**src/rtl/bin_act_packer_pkg.sv**
```systemverilog
// Shared binary-CNN constants: convolution window/popcount sizes, packer defaults and FSM encoding.
package bin_act_packer_pkg;

  localparam int unsigned WIN_BITS  = 4608;
  localparam int unsigned POPCNT_W  = 13;

  localparam int unsigned N_CH_DEF  = 512;
  localparam int unsigned CNT_W_DEF = POPCNT_W;

  typedef enum logic [0:0] {
    StFill,
    StHold
  } pack_state_e;

endpackage

```
**src/rtl/bin_act_packer_threshold.sv**
```systemverilog
// Binarised activation: popcount-vs-threshold compare with optional polarity inversion.
module bin_threshold
  import bin_act_packer_pkg::*;
#(
  parameter int unsigned CNT_W = CNT_W_DEF
) (
  input  logic [CNT_W-1:0] conv_out,
  input  logic [CNT_W-1:0] thr,
  input  logic             flip,
  output logic             b
);

  assign b = (conv_out <= thr) ^ flip;

endmodule

```
**src/rtl/bin_act_packer.sv**
```systemverilog
// Packs one binarised activation bit per accepted beat into an N_CH-wide word with a
// one-deep output register and a HOLD state for the completed-but-blocked word.
module bin_act_packer
  import bin_act_packer_pkg::*;
#(
  parameter  int unsigned N_CH  = N_CH_DEF,
  parameter  int unsigned CNT_W = CNT_W_DEF,
  localparam int unsigned IDX_W = $clog2(N_CH)
) (
  input  logic             clk,
  input  logic             rst_n,
  input  logic             clr,
  input  logic             in_valid,
  output logic             in_ready,
  input  logic [CNT_W-1:0] conv_out,
  input  logic [CNT_W-1:0] thr,
  input  logic             flip,
  output logic             out_valid,
  input  logic             out_ready,
  output logic [N_CH-1:0]  fmap_out,
  output logic [IDX_W-1:0] ch_idx
);

  pack_state_e      r_state, w_state_d;
  logic [IDX_W-1:0] r_ch_idx, w_ch_idx_d;
  logic [N_CH-1:0]  r_pack, w_pack_d;
  logic [N_CH-1:0]  r_fmap, w_fmap_d;
  logic             r_out_valid, w_out_valid_d;

  logic             w_bit;
  logic             w_in_fire;
  logic             w_out_fire;
  logic             w_slot_free;
  logic             w_last;
  logic [N_CH-1:0]  w_pack_new;

  bin_threshold #(
    .CNT_W (CNT_W)
  ) u_thr (
    .conv_out (conv_out),
    .thr      (thr),
    .flip     (flip),
    .b        (w_bit)
  );

  // in_ready comes from state only, so it never sees out_ready combinationally.
  assign in_ready    = (r_state == StFill);
  assign w_in_fire   = in_valid && in_ready && !clr;
  assign w_out_fire  = r_out_valid && out_ready;
  assign w_slot_free = !r_out_valid || out_ready;
  assign w_last      = (r_ch_idx == IDX_W'(N_CH - 1));

  always_comb begin
    w_pack_new           = r_pack;
    w_pack_new[r_ch_idx] = w_bit;
  end

  always_comb begin
    w_state_d     = r_state;
    w_ch_idx_d    = r_ch_idx;
    w_pack_d      = r_pack;
    w_fmap_d      = r_fmap;
    w_out_valid_d = r_out_valid;

    if (w_out_fire) begin
      w_out_valid_d = 1'b0;
    end

    if (clr) begin
      // Output register is deliberately left alone; only in-flight pack data is dropped.
      w_state_d  = StFill;
      w_ch_idx_d = '0;
      w_pack_d   = '0;
    end else begin
      unique case (r_state)
        StFill: begin
          if (w_in_fire) begin
            w_pack_d = w_pack_new;
            if (w_last) begin
              w_ch_idx_d = '0;
              if (w_slot_free) begin
                w_fmap_d      = w_pack_new;
                w_out_valid_d = 1'b1;
              end else begin
                w_state_d = StHold;
              end
            end else begin
              w_ch_idx_d = r_ch_idx + IDX_W'(1);
            end
          end
        end
        StHold: begin
          if (w_out_fire) begin
            w_fmap_d      = r_pack;
            w_out_valid_d = 1'b1;
            w_state_d     = StFill;
            w_ch_idx_d    = '0;
          end
        end
        default: begin
          w_state_d = StFill;
        end
      endcase
    end
  end

  always_ff @(posedge clk or negedge rst_n) begin
    if (!rst_n) begin
      r_state     <= StFill;
      r_ch_idx    <= '0;
      r_pack      <= '0;
      r_fmap      <= '0;
      r_out_valid <= 1'b0;
    end else begin
      r_state     <= w_state_d;
      r_ch_idx    <= w_ch_idx_d;
      r_pack      <= w_pack_d;
      r_fmap      <= w_fmap_d;
      r_out_valid <= w_out_valid_d;
    end
  end

  assign out_valid = r_out_valid;
  assign fmap_out  = r_fmap;
  assign ch_idx    = r_ch_idx;

endmodule
```
**config.mk**
```make
export PLATFORM = sky130hd
export DESIGN_NAME = bin_act_packer
export DESIGN_NICKNAME = d
export VERILOG_FILES = /design/src/rtl/bin_act_packer_pkg.sv /design/src/rtl/bin_act_packer_threshold.sv /design/src/rtl/bin_act_packer.sv
export SDC_FILE = /design/constraint.sdc
export NUM_CORES = 2
export LEC_CHECK = 0
export ABC_AREA = 1
export CAP_MARGIN = 5
export CELL_PAD_IN_SITES_DETAIL_PLACEMENT = 1
export CELL_PAD_IN_SITES_GLOBAL_PLACEMENT = 2
export CORE_MARGIN = 2
export CORE_UTILIZATION = 29
export DETAILED_ROUTE_END_ITERATION = 8
export MAX_ROUTING_LAYER = met4
export PLACE_DENSITY = 0.82
export SYNTH_ARGS = -nofsm -noshare
export SYNTH_HDL_FRONTEND = slang
export SYNTH_SLANG_ARGS = --single-unit
export TNS_END_PERCENT = 100
```
**constraint.sdc**
```tcl
create_clock -name clk -period 2.4 [get_ports clk]
set_input_delay 0.48 -clock clk [delete_from_list [all_inputs] [get_ports clk]]
set_output_delay 0.48 -clock clk [all_outputs]
set_load 0.01 [all_outputs]
```
; Word level (Yosys, flattened, before mapping)
; Cells that the tools add are included.
[totals]
ff_bits = 1035
input_bits = 32
output_inout_bits = 523
elab_cells = 60
[op_classes]
add_sub_neg = 1
n_lt_le_gt_ge = 3
n_eq_ne = 8
muxes = 29
n_bitwise = 3
n_reduce_logical = 11
[ops]
columns = cell, n
row1 = 2-to-1 mux 512 bit, 7
row2 = one-hot mux 512 bit (2 select lines), 1
row3 = bitwise mux 512 bit, 1
row4 = 2-to-1 mux 9 bit, 4
row5 = one-hot mux 9 bit (2 select lines), 1
row6 = <= comparator 13 bit, 1
row7 = 2-to-1 mux 1 bit, 12
row8 = < comparator 9 x 10 -> 1 bit (second input constant), 1
row9 = adder 9 x 1 -> 9 bit (second input constant), 1
row10 = demux 1 bit (select 9 bit), 1
row11 = == test 9 bit (second input constant), 1
row12 = greater-or-equal comparator 9 x 1 -> 1 bit (second input constant), 1
row13 = != test 2 x 1 -> 1 bit (second input constant), 4
row14 = != test 3 x 2 -> 1 bit (second input constant), 2
row15 = AND reduction 5 bit, 1
row16 = logical AND 1 bit, 4
row17 = one-hot mux 1 bit (2 select lines), 2
row18 = AND reduction 2 bit, 2
row19 = zero test 1 bit, 2
row20 = != test 2 bit (second input constant), 1
row21 = NOT 1 bit, 2
row22 = nonzero test 2 bit, 1
row23 = logical OR 1 bit, 1
row24 = XOR 1 bit, 1

; Logic depth before layout (Yosys ltp)
[logic_depth]
word_depth = 9
mapped_depth = 16
ltp_nobuf = 14

; By module
; A second synthesis with hierarchy kept.
[unflattened]
cells_unflattened = 8498
area_unflattened_um2 = 56038.7
[by_module_without_submodules]
columns = mod, n_inst, cells_per_inst, area_each_um2, seq_area_each_um2
row1 = bin_act_packer, 1, 8430, 55649.6, 25899.8
row2 = bin_threshold, 1, 68, 389.1, 0.0

; Worst setup path after synthesis
; Ideal clock, no wire load.
[synth_path]
kind = register -> register
start = reg r_ch_idx[0] (netlist: ch_idx[0])
end = reg r_fmap[151] (netlist: fmap_out[151])
setup_ns = 0.066
t_arrival_ns = 2.463
required_ns = 2.334
slack_ns = -0.129
stages_incl_launch_ff = 16
path_buffers = 4
synth_period_minus_slack_ns = 2.529
path_cell_list = dfrtp_1 ha_1 inv_1 nor2_1 inv_2 clkbuf_1 nor3_1 ha_1 nand2_1 nor3_1 o21ai_2 buf_4 buf_6 clkbuf_1 nand2_1 nand2_1
[synth_via]
elab_chain_len = 9
word_cells_on_any_way = 13
classes_between = order compare (2) / eq/ne (2) / mux (7) / reduce/logical (2)
[synth_rtl]
columns = element, line_no
row1 = from (decl), bin_act_packer.sv:25  ; logic [IDX_W-1:0] r_ch_idx, w_ch_idx_d;
row2 = from (signal assigned), bin_act_packer.sv:116  ; r_ch_idx <= w_ch_idx_d;
row3 = < comparator 9 x 10 -> 1 bit (implied by the code) or greater-or-equal comparator 9 x 1 -> 1 bit (tied branches), bin_act_packer.sv:55  ; w_pack_new[r_ch_idx] = w_bit;
row4 = logical AND 1 bit (implied by the code), bin_act_packer.sv:55
row5 = 2-to-1 mux 1 bit (implied by the code), bin_act_packer.sv:55
row6 = demux 1 bit (select 9 bit), bin_act_packer.sv:55
row7 = bitwise mux 512 bit, bin_act_packer.sv:55
row8 = 2-to-1 mux 512 bit, bin_act_packer.sv:81  ; if (w_slot_free) begin
row9 = 2-to-1 mux 512 bit, bin_act_packer.sv:79  ; if (w_last) begin
row10 = 2-to-1 mux 512 bit, bin_act_packer.sv:77  ; if (w_in_fire) begin
row11 = one-hot mux 512 bit (2 select lines), bin_act_packer.sv:75  ; unique case (r_state)
row12 = to (signal assigned), bin_act_packer.sv:118  ; r_fmap <= w_fmap_d;
row13 = to (decl), bin_act_packer.sv:27  ; logic [N_CH-1:0] r_fmap, w_fmap_d;
; Parallel ways exist; a longest one is shown, timed or not. The select of a mux whose other input is x is not followed.
; A chain may end at the register's enable or synchronous reset.

; Final worst setup path
[layout_path]
start = reg r_ch_idx[0] (netlist: ch_idx[0])
end = reg r_fmap[367] (netlist: fmap_out[367])
; The elaborated chain is that of the path after synthesis.

==> results.toml <==
[logic_synthesis]
yosysSeqAreaShare_pct = 46.3
synthCells = 8076
synth_fp_nets = 8126
synth_area_per_cell_um2 = 6.93
synth.distinct_cells = 25
synth_seq_cells = 1035
yosysWarnings = 0
synth_area_mm2 = 0.0560

[sta]
rsz0062_at_grt = "yes"
postLayoutSetupSlackWorst_ps = -174
fmax_mhz = 389
drv_slew = 0
skew_ps = 35.9
min_period_over_period_pct = 107
setup_viol = 429
whs_ps = 191
relSlewSlack_pct = 15.1
fin_crit_ps = 2570
worstMarginPinSlew_ps = 1270
hold_viol_final = 0

[clocking]
h-tree-depth = 4
cts_buffers = 132
cts_buffer_depth = 3
root_buffer = "clkbuf_16"
worstSkewPairLatency_ps = 820
cts_sinks = 1035
cts_tree = "done"
clkTransAtPathRegs_ps = 60

[place]
gp_congestion = 0.819
place_hpwl_mm = 158
dpl_cell_area_mm2 = 0.0668
port_buffers = 554

[cells_and_area]
nets = 8716
fin_area_mm2 = 0.0794
finalCoreUtilization_pct = 41.3
drive_above_1_share_pct = 18.2
area_delta_synth_final_pct = 41.9

[floorplanning]
die-width_um = 443
die_h_um = 443
pin_count = 555
die_area_mm2 = 0.197
fp.coreArea_mm2 = 0.192
row_count = 161
start_util_pct = 29.1

[drt]
drtPass1Iterations = 5
drtIter0Drc = 4252
drc = 0
avgViaCountPerCell = 5.35
wl_mm = 268
final_antenna_net_count = 0
num_vias = 60400
drt-wirelength-per-cell_um = 23.7

[critical_path]
end_kind = "flip-flop"
rr_startpoint = "ch_idx[0]"
start_kind = "flip-flop"
crit_start = "ch_idx[0]"
critPathCapture = "fmap_out[367]"
critPathMaxFanout = 6
worst-setup-path-type = "reg -> reg"
ff2ff_setup_slack_ps = -170
crit_required_ps = 3160
worstReg2RegEnd = "fmap_out[367]"
arrival_ps = 3330
worstRegToRegCells = 17

[global_route]
grt_overflow = 0
grt_pass1_vias = 63200
grt_antenna_before_repair = 5
grtUsageTotal_pct = 26.6
grt_start_max_net_pins = 167
grt_pass1_wl_mm = 394

[power]
finalPower_mw = 42.0
ir_drop_mv = 0.739
p_leak_nw = 39.5
power-per-cell-area_mw_per_mm2 = 529

[outcome]
status = "finished, violations left"
violations = "negative setup slack"

[worst_hold_path]
hp-class = "in -> async"

[job]
drv_cap = 0
[worst max-delay path, stage by stage, from the launching register on]
cell     delay, ps
dfrtp_1        370
ha_2           200
inv_2           50
nor2_4         110
inv_4           50
nor3_4         130
ha_2           220
nand2_2         80
nor3_4         160
o21ai_4        100
buf_12         180
buf_12         150
buf_16         140
buf_16         160
buf_4          150
a21oi_4        110
nand2_2         90
nand2_1         60
[cell usage after synthesis, drive strengths merged]
cell / instances / area, um^2
nand3: 1034 / 5170
nor3: 9 / 45.0
o211ai: 1 / 7.51
buf: 187 / 918
nand2: 2601 / 9760
nand3b: 1 / 7.51
nand4: 1 / 6.26
a31oi: 1 / 6.26
nor2: 573 / 2160
inv: 605 / 2270
o21ai: 1030 / 5160
clkbuf: 457 / 1720
a21oi: 519 / 2600
o21a: 2 / 15.0
and3: 1 / 6.26
a2111oi: 1 / 8.76
dfrtp: 1035 / 25900
ha: 18 / 225
[flip-flops by register name (all words and copies together) (netlist names)]
register and cells:
r_pack 512, ch_idx 9, out_valid 1, fmap_out 512, r_state 1
[through the flow]
step | cells | TNS, ps | setup slack, ps
2_1_floorplan | 8076 | 0 | 13.2
3_3_place_gp | 10900 | -641590 | -765
3_5_place_dp | 10900 | -619780 | -746
4_1_cts | 11200 | -64500 | -225
5_1_grt | 11300 | -73760 | -274
6_report | 11300 | -28020 | -174
[cells by family after synthesis]
family | after synthesis | share of synthesized area (%)
AO/OA/AOI/OAI | 1554 | 13.9
adder cells (fa/ha/maj) | 18 | 0.402
buffers and inverters | 1249 | 8.76
flip-flops | 1035 | 46.3
AND/OR/NAND/NOR | 4220 | 30.7
[per-layer routing]
layer	wire, um	GRT usage, %
met5	0	-
met4	15600	14.0
met3	11400	3.18
met2	128000	42.5
met1	113000	32.9
[timing repair]
action	4_1_cts	5_1_grt
setup buffers	41	53
pin swaps	183	300
endpoints found under the setup margin	561	789
hold buffers	1	0
gates cloned	74	50
resized for setup	433	838
hold endpoints to repair	104	0
[power by group]
group / internal, mW / total [mW] / switching, mW
clock: 12.7 / 21.6 / 8.86
combinational: 0.831 / 2.98 / 2.15
sequential: 17.5 / 17.5 / 0.00756
total: 31.0 / 42.0 / 11.0
[area by class of cell]
| type | instances | area (um^2) |
|---|---|---|
| Clock buffer | 185 | 3770 |
| Timing Repair Buffer | 1100 | 14600 |
| Inverter | 605 | 2340 |
| Tap cell | 2526 | 3160 |
| Sequential cell | 1035 | 25900 |
| Clock inverter | 52 | 822 |
| Fill cell | 22800 | 113000 |
| Multi-Input combinational cell | 5792 | 28800 |
| Antenna cell | 3 | 7.51 |
[placed cells by master (no fill, tap or decap), types with 194 or more instances in the layout]
cell type and count:
a21oi_1 194, a21oi_2 251, buf_4 194, clkdlybuf4s50_1 539, dfrtp_1 1014, inv_1 583, nand2_1 2151, nand2_2 326
nand3_1 1032, nor2_1 563, o21ai_0 944
[worst min path at each step]
stage,from,end,depth (start not counted)
floorplan,rst_n,ch_idx[0],0
finish,rst_n,r_pack[25],2
CTS,rst_n,r_pack[25],2
detailed placement,rst_n,fmap_out[23],1
global route,rst_n,r_pack[25],2
global placement,rst_n,fmap_out[23],1
Power figures use the tool's default switching activity.
